**src/rtl/aes_latency_monitor.sv**
```systemverilog
// Start->done latency monitor for NUM_CH AES engines: per-channel measurement,
// one-deep result slots, round-robin merge into shared count/min/max/sum stats.
// Optional histogram storage and readout when AES_LATMON_HIST_EN is defined.
module aes_latency_monitor #(
  parameter int unsigned NUM_CH         = 4,
  parameter int unsigned CNT_W          = 16,
  parameter int unsigned SUM_W          = 32,
  parameter int unsigned TIMEOUT_CYCLES = 2000,
  parameter int unsigned HIST_BINS      = 64,
  parameter int unsigned HC_W           = 16,
  localparam int unsigned HB_W          = $clog2(HIST_BINS)
) (
  input  logic              clk,
  input  logic              rst_n,
  input  logic [NUM_CH-1:0] start,
  input  logic [NUM_CH-1:0] done,
  input  logic              clear,
  output logic [31:0]       txn_count,
  output logic [CNT_W-1:0]  lat_min,
  output logic [CNT_W-1:0]  lat_max,
  output logic [SUM_W-1:0]  lat_sum,
  output logic [NUM_CH-1:0] timeout_flag,
  output logic [NUM_CH-1:0] overlap_err,
  output logic [NUM_CH-1:0] drop_err,
  input  logic [HB_W-1:0]   hist_rd_bin,
  output logic [HC_W-1:0]   hist_rd_data
);

  localparam int unsigned CH_W = (NUM_CH > 1) ? $clog2(NUM_CH) : 1;

  typedef enum logic {IDLE, MEAS} ch_state_e;

  ch_state_e         state_q    [NUM_CH];
  ch_state_e         state_d    [NUM_CH];
  logic [CNT_W-1:0]  cnt_q      [NUM_CH];
  logic [CNT_W-1:0]  cnt_d      [NUM_CH];
  logic [CNT_W-1:0]  slot_lat_q [NUM_CH];
  logic [CNT_W-1:0]  slot_lat_d [NUM_CH];
  logic [NUM_CH-1:0] slot_vld_q, slot_vld_d;
  logic [NUM_CH-1:0] timeout_d, overlap_d, drop_d;
  logic [CH_W-1:0]   ptr_q, ptr_d;
  logic [CH_W-1:0]   gnt_idx;
  logic              gnt_vld;
  logic [NUM_CH-1:0] gnt;
  logic [CNT_W-1:0]  gnt_lat;
  logic [SUM_W:0]    sum_ext;

  // Channel index 'off' positions after 'base', wrapping at NUM_CH
  function automatic logic [CH_W-1:0] rr_idx(input logic [CH_W-1:0] base, input int unsigned off);
    rr_idx = CH_W'((32'(base) + off) % NUM_CH);
  endfunction

  // Round-robin pick of the first valid slot at or after the pointer
  always_comb begin
    gnt_vld = 1'b0;
    gnt_idx = '0;
    gnt     = '0;
    for (int unsigned j = 0; j < NUM_CH; j++) begin
      if (!gnt_vld && slot_vld_q[rr_idx(ptr_q, j)]) begin
        gnt_vld = 1'b1;
        gnt_idx = rr_idx(ptr_q, j);
      end
    end
    for (int unsigned i = 0; i < NUM_CH; i++) begin
      gnt[i] = gnt_vld && (gnt_idx == CH_W'(i));
    end
  end

  assign gnt_lat = slot_lat_q[gnt_idx];
  assign sum_ext = (SUM_W+1)'(lat_sum) + (SUM_W+1)'(gnt_lat);

  // Channel FSM next state, result slot writes/drains and sticky error flags
  always_comb begin
    ptr_d      = ptr_q;
    slot_vld_d = slot_vld_q;
    timeout_d  = timeout_flag;
    overlap_d  = overlap_err;
    drop_d     = drop_err;
    for (int unsigned i = 0; i < NUM_CH; i++) begin
      state_d[i]    = state_q[i];
      cnt_d[i]      = cnt_q[i];
      slot_lat_d[i] = slot_lat_q[i];
    end
    if (clear) begin
      ptr_d      = '0;
      slot_vld_d = '0;
      timeout_d  = '0;
      overlap_d  = '0;
      drop_d     = '0;
      for (int unsigned i = 0; i < NUM_CH; i++) begin
        state_d[i] = IDLE;
        cnt_d[i]   = '0;
      end
    end else begin
      if (gnt_vld) ptr_d = rr_idx(gnt_idx, 1);
      for (int unsigned i = 0; i < NUM_CH; i++) begin
        if (gnt[i]) slot_vld_d[i] = 1'b0;
        case (state_q[i])
          IDLE: begin
            if (start[i]) begin
              state_d[i] = MEAS;
              cnt_d[i]   = CNT_W'(1);
            end
          end
          MEAS: begin
            if (done[i]) begin
              // A slot being drained this cycle can accept the new result
              if (slot_vld_q[i] && !gnt[i]) begin
                drop_d[i] = 1'b1;
              end else begin
                slot_vld_d[i] = 1'b1;
                slot_lat_d[i] = cnt_q[i];
              end
              if (start[i]) begin
                cnt_d[i] = CNT_W'(1);
              end else begin
                state_d[i] = IDLE;
                cnt_d[i]   = '0;
              end
            end else if (start[i]) begin
              overlap_d[i] = 1'b1;
              cnt_d[i]     = CNT_W'(1);
            end else if (cnt_q[i] == CNT_W'(TIMEOUT_CYCLES)) begin
              timeout_d[i] = 1'b1;
              state_d[i]   = IDLE;
              cnt_d[i]     = '0;
            end else begin
              cnt_d[i] = cnt_q[i] + CNT_W'(1);
            end
          end
          default: state_d[i] = IDLE;
        endcase
      end
    end
  end

  // Channel state, slot and flag registers
  always_ff @(posedge clk or negedge rst_n) begin
    if (!rst_n) begin
      for (int unsigned i = 0; i < NUM_CH; i++) begin
        state_q[i]    <= IDLE;
        cnt_q[i]      <= '0;
        slot_lat_q[i] <= '0;
      end
      slot_vld_q   <= '0;
      ptr_q        <= '0;
      timeout_flag <= '0;
      overlap_err  <= '0;
      drop_err     <= '0;
    end else begin
      for (int unsigned i = 0; i < NUM_CH; i++) begin
        state_q[i]    <= state_d[i];
        cnt_q[i]      <= cnt_d[i];
        slot_lat_q[i] <= slot_lat_d[i];
      end
      slot_vld_q   <= slot_vld_d;
      ptr_q        <= ptr_d;
      timeout_flag <= timeout_d;
      overlap_err  <= overlap_d;
      drop_err     <= drop_d;
    end
  end

  // Shared statistics update from the drained slot
  always_ff @(posedge clk or negedge rst_n) begin
    if (!rst_n) begin
      txn_count <= '0;
      lat_min   <= '1;
      lat_max   <= '0;
      lat_sum   <= '0;
    end else if (clear) begin
      txn_count <= '0;
      lat_min   <= '1;
      lat_max   <= '0;
      lat_sum   <= '0;
    end else if (gnt_vld) begin
      if (txn_count != '1) txn_count <= txn_count + 32'd1;
      if (gnt_lat < lat_min) lat_min <= gnt_lat;
      if (gnt_lat > lat_max) lat_max <= gnt_lat;
      lat_sum <= sum_ext[SUM_W] ? '1 : sum_ext[SUM_W-1:0];
    end
  end

`ifdef AES_LATMON_HIST_EN
  logic [HC_W-1:0] hist_q [HIST_BINS];
  logic [HB_W-1:0] hist_bin;

  assign hist_bin = (gnt_lat >= CNT_W'(HIST_BINS - 1)) ? HB_W'(HIST_BINS - 1) : HB_W'(gnt_lat);

  // Saturating histogram bins, cleared in a single cycle
  always_ff @(posedge clk or negedge rst_n) begin
    if (!rst_n) begin
      for (int unsigned b = 0; b < HIST_BINS; b++) hist_q[b] <= '0;
    end else if (clear) begin
      for (int unsigned b = 0; b < HIST_BINS; b++) hist_q[b] <= '0;
    end else if (gnt_vld && (hist_q[hist_bin] != '1)) begin
      hist_q[hist_bin] <= hist_q[hist_bin] + HC_W'(1);
    end
  end

  // Registered histogram readout
  always_ff @(posedge clk or negedge rst_n) begin
    if (!rst_n) begin
      hist_rd_data <= '0;
    end else if (clear) begin
      hist_rd_data <= '0;
    end else begin
      hist_rd_data <= hist_q[hist_rd_bin];
    end
  end
`else
  logic unused_hist_rd_bin;
  assign unused_hist_rd_bin = ^hist_rd_bin;
  assign hist_rd_data       = '0;
`endif

endmodule

```
**config.mk**
```make
export PLATFORM = sky130hd
export DESIGN_NAME = aes_latency_monitor
export DESIGN_NICKNAME = d
export VERILOG_FILES = /design/src/rtl/aes_latency_monitor.sv
export SDC_FILE = /design/constraint.sdc
export NUM_CORES = 1
export LEC_CHECK = 0
export CAP_MARGIN = 10
export CORE_ASPECT_RATIO = 1.2
export CORE_MARGIN = 2
export CORE_UTILIZATION = 55
export CTS_BUF_LIST = sky130_fd_sc_hd__clkbuf_4 sky130_fd_sc_hd__clkbuf_8 sky130_fd_sc_hd__clkbuf_16
export DETAILED_ROUTE_END_ITERATION = 8
export HOLD_SLACK_MARGIN = 0.12
export PLACE_DENSITY = 0.78
export SYNTH_ARGS = -nofsm -noshare
export SYNTH_HDL_FRONTEND = slang
export SYNTH_SLANG_ARGS = --single-unit
```
**constraint.sdc**
```tcl
create_clock -name clk -period 7.1 [get_ports clk]
set_input_delay 1.065 -clock clk [delete_from_list [all_inputs] [get_ports clk]]
set_output_delay 1.065 -clock clk [all_outputs]
set_load 0.005 [all_outputs]
```
; ---- Yosys cells after proc, flatten, opt, wreduce, memory -nomap -nowiden
; Index checks and enable logic that the tools add are counted.
[op_classes]
div_mod_pow = 0
bitwise = 10
mul = 0
n_reduce_logical = 62
muxes = 139
addsub = 10
n_shift = 0
n_eq_ne = 20
magnitude_cmp = 7
[ops]
columns = cell, count
row1 = $mux 16, 24
row2 = $mux 32, 6
row3 = $pmux 16 s2, 4
row4 = $mux 1, 84
row5 = $add 16x1->16 const B, 4
row6 = $eq 16x11->1 const B, 4
row7 = $mux 64, 1
row8 = $reduce_bool 2->1, 24
row9 = $add 32x16->33, 1
row10 = $add 32x1->32 const B, 1
row11 = $bmux 16 s2, 1
row12 = $ne 32x32->1 const B, 1
row13 = $reduce_and 4->1, 8
row14 = $reduce_and 3->1, 8
row15 = $mux 4, 5
row16 = $gt 16x16->1, 1
row17 = $lt 16x16->1, 1
row18 = $ne 2x1->1 const B, 8
row19 = $lt 2x3->1 const B, 4
row20 = $mux 2, 6
row21 = $ne 3x3->1 const B, 4
row22 = $logic_and 1x1->1, 11
row23 = $not 1->1, 9
row24 = $bmux 1 s2, 4
row25 = other kinds (10), 24
[word_totals]
mem_bits_ro = 0
ramBits = 0
in_bits = 17
latch_bits = 0
memories = 0
ff_bits = 246
elab_cells = 278

; ---- Logic depth before layout (Yosys ltp)
; Gate-level depths: netlist of run 1.
[depth]
ltp_word = 20
depth_mapped = 17
mapped_depth_nobuf = 16

; ---- Least setup slack after synthesis of run 1
; OpenSTA, ideal clock, no wires.
[synth_path]
kind = register to register
from = register ptr_q[1]
to = register lat_sum[31]
setup_ns = 0.096
arrival_time_ns = 3.528
period_less_slack_ns = 3.623
setup_slack_ns = 3.477
path_stages_with_launch = 17
path_cell_list = dfrtp_1 > or3b_1 > o221ai_2 > buf_2 > buf_4 > mux2i_1 > a21oi_1 > ha_1 > buf_2 > a21oi_1 > o21ai_0 > a31oi_2 > o32ai_4 > and2_0 > buf_2 > and4b_1 > nor4_2
[synth_between]
elab_chain_cells = 20
elab_cells_between_ends = 34
classes_between = add/sub: 4 / mux: 22 / bitwise: 1 / reduce/logical: 7
[synth_rtl]
columns = item, line
row1 = "start, declared", 41  ; logic [CH_W-1:0] ptr_q, ptr_d;
row2 = "start signal, assigned", 157  ; ptr_q <= ptr_d;
row3 = branches (longest 20 deep; another with $add 2x1->2), n/a
row4 = "end signal, assigned", 180  ; lat_sum <= sum_ext[SUM_W] ? '1 : sum_ext[SUM_W-1:0];
row5 = "end, declared", 21  ; output logic [SUM_W-1:0] lat_sum,
; Several ways; the timed one is not identified. The select of a mux whose other input is x is not followed.
; A chain may end at the register's enable or synchronous reset.

; ---- Worst setup path in the final report of run 1
[layout_path]
from = register slot_vld_q[0]
to = register lat_sum[31]
[layout_between]
elab_chain_cells = 20
elab_cells_between_ends = 31
classes_between = add/sub: 1 / mux: 22 / bitwise: 1 / reduce/logical: 7
[layout_rtl]
columns = item, line
row1 = "start, declared", 39  ; logic [NUM_CH-1:0] slot_vld_q, slot_vld_d;
row2 = "start signal, assigned", 156  ; slot_vld_q <= slot_vld_d;
row3 = $bmux 1 s2, 59  ; if (!gnt_vld && slot_vld_q[rr_idx(ptr_q, j)]) begin
row4 = $mux 1 (implied by the code), 59
row5 = $mux 1, 59
row6 = $logic_not 1->1, 59
row7 = $logic_and 1x1->1, 59
row8 = $mux 1, 59
row9 = $logic_not 1->1, 59
row10 = $logic_and 1x1->1, 59
row11 = [... 3 more ...], n/a
row12 = $mux 2, 59
row13 = $not 2->3 (implied by the code), 69  ; assign gnt_lat = slot_lat_q[gnt_idx];
row14 = $bmux 16 s2, 69
row15 = $mux 16 (implied by the code) (2 in series), 69
row16 = $add 32x16->33, 70  ; assign sum_ext = (SUM_W+1)'(lat_sum) + (SUM_W+1)'(gnt_lat);
row17 = $mux 32, 180
row18 = $mux 32, 176  ; end else if (gnt_vld) begin
row19 = $mux 32, 171  ; end else if (clear) begin
; Parallel ways exist; a longest one is shown, timed or not. The select of a mux whose other input is x is not followed.

==> results of run 1 <==
## worst register-to-register path, delay by kind of cell (launching register included)
kind / cells / cell delay (ns)
AO/OA/AOI/OAI: 8 / 2.25
buffers and inverters: 2 / 0.65
AND/OR/NAND/NOR: 3 / 0.83
adder cells (fa/ha/maj): 1 / 0.48
flip-flops: 1 / 0.45
## metal layers
metal	track usage	vias to the layer above	routed length [um]
li1	-	5231	-
met1	0.339	5421	14100
met2	0.437	333	16800
met3	0.0302	54	1820
met4	0.0777	0	869
met5	0	-	0
## power by group through the flow
| stage | clock network [mW] | logic [mW] | registers, mW |
|---|---|---|---|
| finish | 1.34 | 0.652 | 1.53 |
| global route | 1.42 | 0.723 | 1.53 |
| CTS | 1.36 | 0.648 | 1.53 |
| detailed placement | 0 | 0.643 | 1.55 |
| global placement | 0 | 0.630 | 1.55 |
| floorplan | 0 | 0.411 | 1.53 |
## worst max-delay path by stage
| stage | start | cells past startpoint | to | slack (ns) |
|---|---|---|---|---|
| after floorplan | ptr_q[1]$_DFFE_PN0P_ | 16 | lat_sum[31]$_DFFE_PN0P_ | 3.48 |
| after global placement | ptr_q[1]$_DFFE_PN0P_ | 14 | lat_sum[31]$_DFFE_PN0P_ | 2.49 |
| after detailed placement | ptr_q[1]$_DFFE_PN0P_ | 14 | lat_sum[31]$_DFFE_PN0P_ | 2.46 |
| after CTS | slot_vld_q[0]$_DFF_PN0_ | 14 | lat_sum[31]$_DFFE_PN0P_ | 2.41 |
| after global routing | slot_vld_q[0]$_DFF_PN0_ | 14 | lat_sum[26]$_DFFE_PN0P_ | 2.00 |
| final | slot_vld_q[0]$_DFF_PN0_ | 14 | lat_sum[31]$_DFFE_PN0P_ | 2.34 |
## stage by stage
step	hold WS (ns)	total power, mW	std cells	util
global placement	0.481	2.18	1802	0.614
detailed placement	0.487	2.19	1802	0.614
floorplan	0.457	1.95	1417	-
CTS	0.502	3.53	1845	0.648
finish	0.499	3.52	1846	0.648
global route	0.519	3.68	1846	0.648
## cells by family (layout without fill, tap and decap cells)
| kind of cell | after synthesis | count (layout) | synth area share |
|---|---|---|---|
| other | 1 | 16 | 0.000275 |
| AND/OR/NAND/NOR | 477 | 477 | 0.178 |
| buffers and inverters | 137 | 241 | 0.0451 |
| adder cells (fa/ha/maj) | 61 | 61 | 0.0565 |
| XOR/XNOR | 72 | 72 | 0.0463 |
| multiplexers | 88 | 88 | 0.0709 |
| flip-flops | 246 | 246 | 0.453 |
| AO/OA/AOI/OAI | 320 | 320 | 0.150 |
## sequential cells by signal, indices dropped and copies added, names as in the netlist
signal	flops
slot_lat_q	64
lat_sum	32
lat_min	16
ptr_q	2
state_q	4
drop_err	4
cnt_q	64
txn_count	32
overlap_err	4
lat_max	16
timeout_flag	4
slot_vld_q	4
## layout make-up
type / count / area, um^2
Clock inverter: 9 / 113
Fill cell: 1941 / 8630
Multi-Input combinational cell: 1034 / 6930
Clock buffer: 34 / 718
Tap cell: 325 / 407
Inverter: 64 / 240
Timing Repair Buffer: 134 / 1310
Sequential cell: 246 / 6180
## placed cells by master (no fill, tap or decap), types with 16 or more instances in the layout
cell             netlist  routed
nand4_1               19      19
nand2_1               67      67
nand3_1               90      90
a211oi_1              21      21
a31oi_1               29      29
nor2_1               144     144
dfstp_2               16      16
clkdlybuf4s50_1        0     116
mux2_2                65      65
dfrtp_1              230     230
buf_4                 21      16
a21oi_1               74      74
ha_1                  60      60
inv_1                 62      62
and3_1                21      21
nor3_1                34      30
xnor2_1               25      25
mux2i_1               22      22
o21ai_0              111     111
clkbuf_16              0      25
xor2_1                47      47
and2_1                20      20
conb_1                 1      16
## Yosys cell counts (4+ instances only)
cell / number
nand2_1: 67
nand4_1: 19
o21ai_0: 111
buf_4: 21
a211oi_1: 21
nand3_1: 90
nand2b_1: 11
or4_1: 7
o31ai_1: 8
nor2_1: 144
xor2_1: 47
a311oi_1: 4
nor2b_1: 13
or3_1: 10
inv_1: 62
clkbuf_1: 37
and3_1: 21
a21o_1: 9
buf_2: 11
o21a_1: 10
mux2i_1: 22
nor4b_1: 5
xnor2_1: 25
nor3_1: 34
o2bb2ai_1: 4
nor4bb_1: 6
and4_1: 13
ha_1: 60
dfrtp_1: 230
mux2_2: 65
a31oi_1: 29
a21oi_1: 74
a41oi_1: 7
dfstp_2: 16
and2_1: 20
==> flow_summary.json, run 1 <==
{
  "status": "complete, no violations",
  "r2r_cells": 14,
  "post_cts_buffers": 0,
  "cts_max_level": 1,
  "tns_ns": 0,
  "seqPwrFrac": 0.434,
  "min_path_type": "reg2reg",
  "pre_cts_slack_ns": 2.46,
  "initial_core_util": 0.556,
  "drv_cap": 0,
  "rsz0062_at_grt": "no",
  "insertion_delay_ns": 0.53,
  "netlist_area_um2": 13600,
  "slew_headroom": 0.229,
  "coreArea_um2": 24500,
  "ys_seq_area_frac": 0.453,
  "crit_chain": "a21boi_0 > o221ai_2 > buf_4 > inv_2 > a211oi_1 > a21oi_1 > ha_1 > a21oi_1 > o21ai_0 > a31oi_2 > o32ai_4 > and2_0 > and4b_1 > nor4_2",
  "numCtsBuffers": 25,
  "worst_ep_arrival_time_ns": 5.19,
  "setup.worst_path.end_class": "register",
  "power_density_nw_per_um2": 221,
  "antenna_found_initial": 0,
  "power_leakage_nw": 7.01,
  "synth_area_leaders": "dfrtp_1, ha_1, mux2_2",
  "root_buffer": "clkbuf_16",
  "drt_iter0_markers": 719,
  "grt_pass1_vias": 10458,
  "port_buffers": 118,
  "ir_drop_mv": 0.208,
  "fmax_ghz": 0.210,
  "clkPwrFrac": 0.380,
  "cts_sinks": 246,
  "p_int_mw": 2.51,
  "required_ns": 7.53,
  "ys.flop_type": "dfrtp_1",
  "grt_usage": 0.254,
  "overflow": 0,
  "synth-edff-count": 0,
  "drt_pass1_iterations": 7,
  "setup_viol": 0,
  "fp.dieW_um": 148,
  "cp-start-kind": "register",
  "routabilityCongestion": 0.903,
  "fin_crit_sh": 0.670,
  "reg2reg_from": "slot_vld_q[0]$_DFF_PN0_",
  "path_buf_inv": 2,
  "cts_tree": "yes",
  "grt_pass1_wl_mm": 54.1,
  "row_count": 63,
  "ctsResizeCount": 0,
  "layout_min_cycle_time_ns": 4.76,
  "p_comb_frac": 0.185,
  "dieArea_um2": 26100,
  "synth_seq_cells": 246,
  "post-route-cell-area_um2": 15900,
  "ios": 141,
  "place_area_um2": 15000,
  "drive_gt1_frac": 0.113,
  "fp.dieH_um": 176,
  "cts_hold_buffers": 0,
  "routedWlPerCell_um": 18.2,
  "netlist.area_leader.share": 0.422,
  "min_to": "timeout_flag[0]$_DFFE_PN0P_",
  "whs_path_depth": 2,
  "final_antenna_net_count": 0,
  "crit_type": "reg2reg",
  "reg2reg_setup_slack_ns": 2.34,
  "hpwlAfterDp_mm": 23.2,
  "finalNetCount": 1583,
  "synth_cell_types": 81,
  "grt_max_degree": 111,
  "switching_share": 0.286,
  "worst_path_max_delay_cell": "a21oi_1",
  "avgSynthCellArea_um2": 9.72,
  "drc": 0,
  "via_count": 11039,
  "slew_viol_final": 0,
  "area_delta_synth_final_pct": 16.5,
  "setup_slack_ns": 2.34,
  "slowest_delay_ns": 0.79,
  "clkTransAtPathRegs_ns": 0.06,
  "cp_top_family": "compound AO/OA/AOI/OAI gates",
  "worstPathMaxFanout": 34,
  "clock_skew_ns": 0.0115,
  "wl_mm": 33.6,
  "cts_buffer_depth": 3,
  "via_per_inst": 5.98,
  "p_sw_mw": 1.01,
  "netlist_instances": 1402,
  "ys_warn_count": 0,
  "min-delay-start": "timeout_flag[0]$_DFFE_PN0P_",
  "path_common_cell": "a21oi_1",
  "synth_top_area_cell": "dfrtp_1",
  "diodes": 0,
  "finalHoldViolCount": 0,
  "reg2reg_to": "lat_sum[31]$_DFFE_PN0P_",
  "worst_slew_pin_slew_ns": 1.15,
  "synthArstFlopShare": 1.00
}
No activity file was read; power rests on OpenSTA's default activity.
==> run 2, diff against run 1 <==
clock period = 4.5 ns   (was 7.1 ns; I/O delays follow)
==> flow_summary.json, run 2 (synthesized netlist as in run 1, its figures left out) <==
{
  "slew_headroom": 0.229,
  "drt_pass1_iterations": 5,
  "gr-max-usage-layer": "met2",
  "antenna_found_initial": 0,
  "drv_cap": 0,
  "dieArea_um2": 26100,
  "final_cell_mix": "dfrtp_1, nor2_1, clkdlybuf4s50_1",
  "status": "complete, no violations",
  "row_count": 63,
  "worst_ep_arrival_time_ns": 4.62,
  "n_fill_cell": 1890,
  "final_common_cell": "dfrtp_1",
  "grt_pass1_wl_mm": 54.9,
  "setup_viol": 0,
  "cts_sinks": 246,
  "fin_crit_sh": 0.937,
  "cts_hold_buffers": 0,
  "wl_mm": 34.1,
  "insertion_delay_ns": 0.52,
  "setup.worst_path.end_class": "register",
  "layout_min_cycle_time_ns": 4.22,
  "numCtsBuffers": 25,
  "coreArea_um2": 24500,
  "initial_core_util": 0.556,
  "grt_usage": 0.259,
  "ir_drop_mv": 0.321,
  "cts_max_level": 1,
  "post_cts_buffers": 0,
  "area_delta_synth_final_pct": 18.0,
  "use_met2": 0.444,
  "clock_skew_ns": 0.0111,
  "largestRegisters": "cnt_q: 64 flops, slot_lat_q: 64 flops",
  "finalPower_mw": 5.65,
  "routabilityCongestion": 0.925,
  "drc": 0,
  "pre_cts_slack_ns": 0.256,
  "diodes": 0,
  "clkTransAtPathRegs_ns": 0.06,
  "worst_path_max_delay_cell": "a21oi_1",
  "grt_use_met1": 0.339,
  "grt_util_met3": 0.0307,
  "fp.dieH_um": 176,
  "worst_slew_pin_slew_ns": 1.15,
  "cts_buffer_depth": 3,
  "required_ns": 4.90,
  "finalHoldViolCount": 0,
  "root_buffer": "clkbuf_16",
  "final_core_util": 0.656,
  "rsz0062_at_grt": "no",
  "via_count": 11292,
  "crit_chain": "a21oi_1 > o21ai_1 > o2bb2a_1 > buf_4 > a211oi_1 > a21oi_1 > ha_1 > nor2_1 > o211ai_1 > a31oi_2 > o32ai_4 > and2_0 > a41oi_1 > o221a_2",
  "path_buf_inv": 1,
  "crit_type": "reg2reg",
  "power_leakage_nw": 7.12,
  "drt_iter0_markers": 637,
  "overflow": 0,
  "port_buffers": 118,
  "finalNetCount": 1601,
  "slowest_delay_ns": 0.62,
  "timing.hold.ws_ns": 0.220,
  "path_common_cell": "a21oi_1",
  "slew_viol_final": 0,
  "seqCellArea_um2": 6180,
  "grt_max_degree": 105,
  "min_path_type": "in2async",
  "fp.dieW_um": 148,
  "final_antenna_net_count": 0,
  "cts_tree": "yes",
  "grt_pass1_vias": 10577,
  "fmax_ghz": 0.237,
  "multi_input_area_um2": 6930,
  "setup_slack_ns": 0.283,
  "drive_gt1_frac": 0.125,
  "routedWlPerCell_um": 18.3,
  "ctsResizeCount": 0,
  "tns_ns": 0,
  "via_per_inst": 6.06,
  "cp-start-kind": "register",
  "power_density_nw_per_um2": 351,
  "ios": 141,
  "cp_top_family": "compound AO/OA/AOI/OAI gates",
  "hpwlAfterDp_mm": 24.0,
  "worstPathMaxFanout": 30
}
[run 2: worst paths after layout]
path / start / endpoint / slack, ns / depth (start not counted)
max: slot_vld_q[0]$_DFF_PN0_ / lat_sum[25]$_DFFE_PN0P_ / 0.28 / 14
min: rst_n / lat_max[8]$_DFFE_PN0P_ / 0.22 / 1
max reg2reg: slot_vld_q[0]$_DFF_PN0_ / lat_sum[25]$_DFFE_PN0P_ / 0.28 / 14
min reg2reg: drop_err[0]$_DFFE_PN0P_ / drop_err[0]$_DFFE_PN0P_ / 0.50 / 2
max in group asynchronous: rst_n / cnt_q[0]$_DFFE_PN0P_ / 3.39 / 2
min in group clk: drop_err[0]$_DFFE_PN0P_ / drop_err[0]$_DFFE_PN0P_ / 0.50 / 2
[run 2: final cells by class]
class	count	area share
multi-input cells	1034	0.431
flip-flops and latches	246	0.384
repair buffers	152	0.0914
clock buffers	34	0.0458
well taps	325	0.0253
inverters	64	0.0149
clock inverters	9	0.00785
[run 2: worst register-to-register path, cell delays in order, from the launching register on]
cell and delay, ns:
dfrtp_1 0.44, a21oi_1 0.17, o21ai_1 0.07, o2bb2a_1 0.40, buf_4 0.37, a211oi_1 0.11, a21oi_1 0.62, ha_1 0.33
nor2_1 0.08, o211ai_1 0.14, a31oi_2 0.18, o32ai_4 0.42, and2_0 0.38, a41oi_1 0.16, o221a_2 0.24
[run 2: through the flow]
stage | std cells | instance area, um^2
2_1_floorplan | 1417 | 13700
4_1_cts | 1862 | 16100
3_3_place_gp | 1819 | 15200
3_5_place_dp | 1819 | 15200
6_report | 1864 | 16100
5_1_grt | 1864 | 16100
[run 2: report_power, final]
part,leakage (nW),internal (mW),switching [mW]
sequential,3.35,2.32,0.0990
clock,0.430,1.31,0.858
combinational,3.35,0.435,0.627
[run 2: layer usage]
layer	routed length [um]	vias up
li1	-	5268
met1	14000	5560
met2	17000	372
met3	1850	92
met4	1250	0
met5	0	-
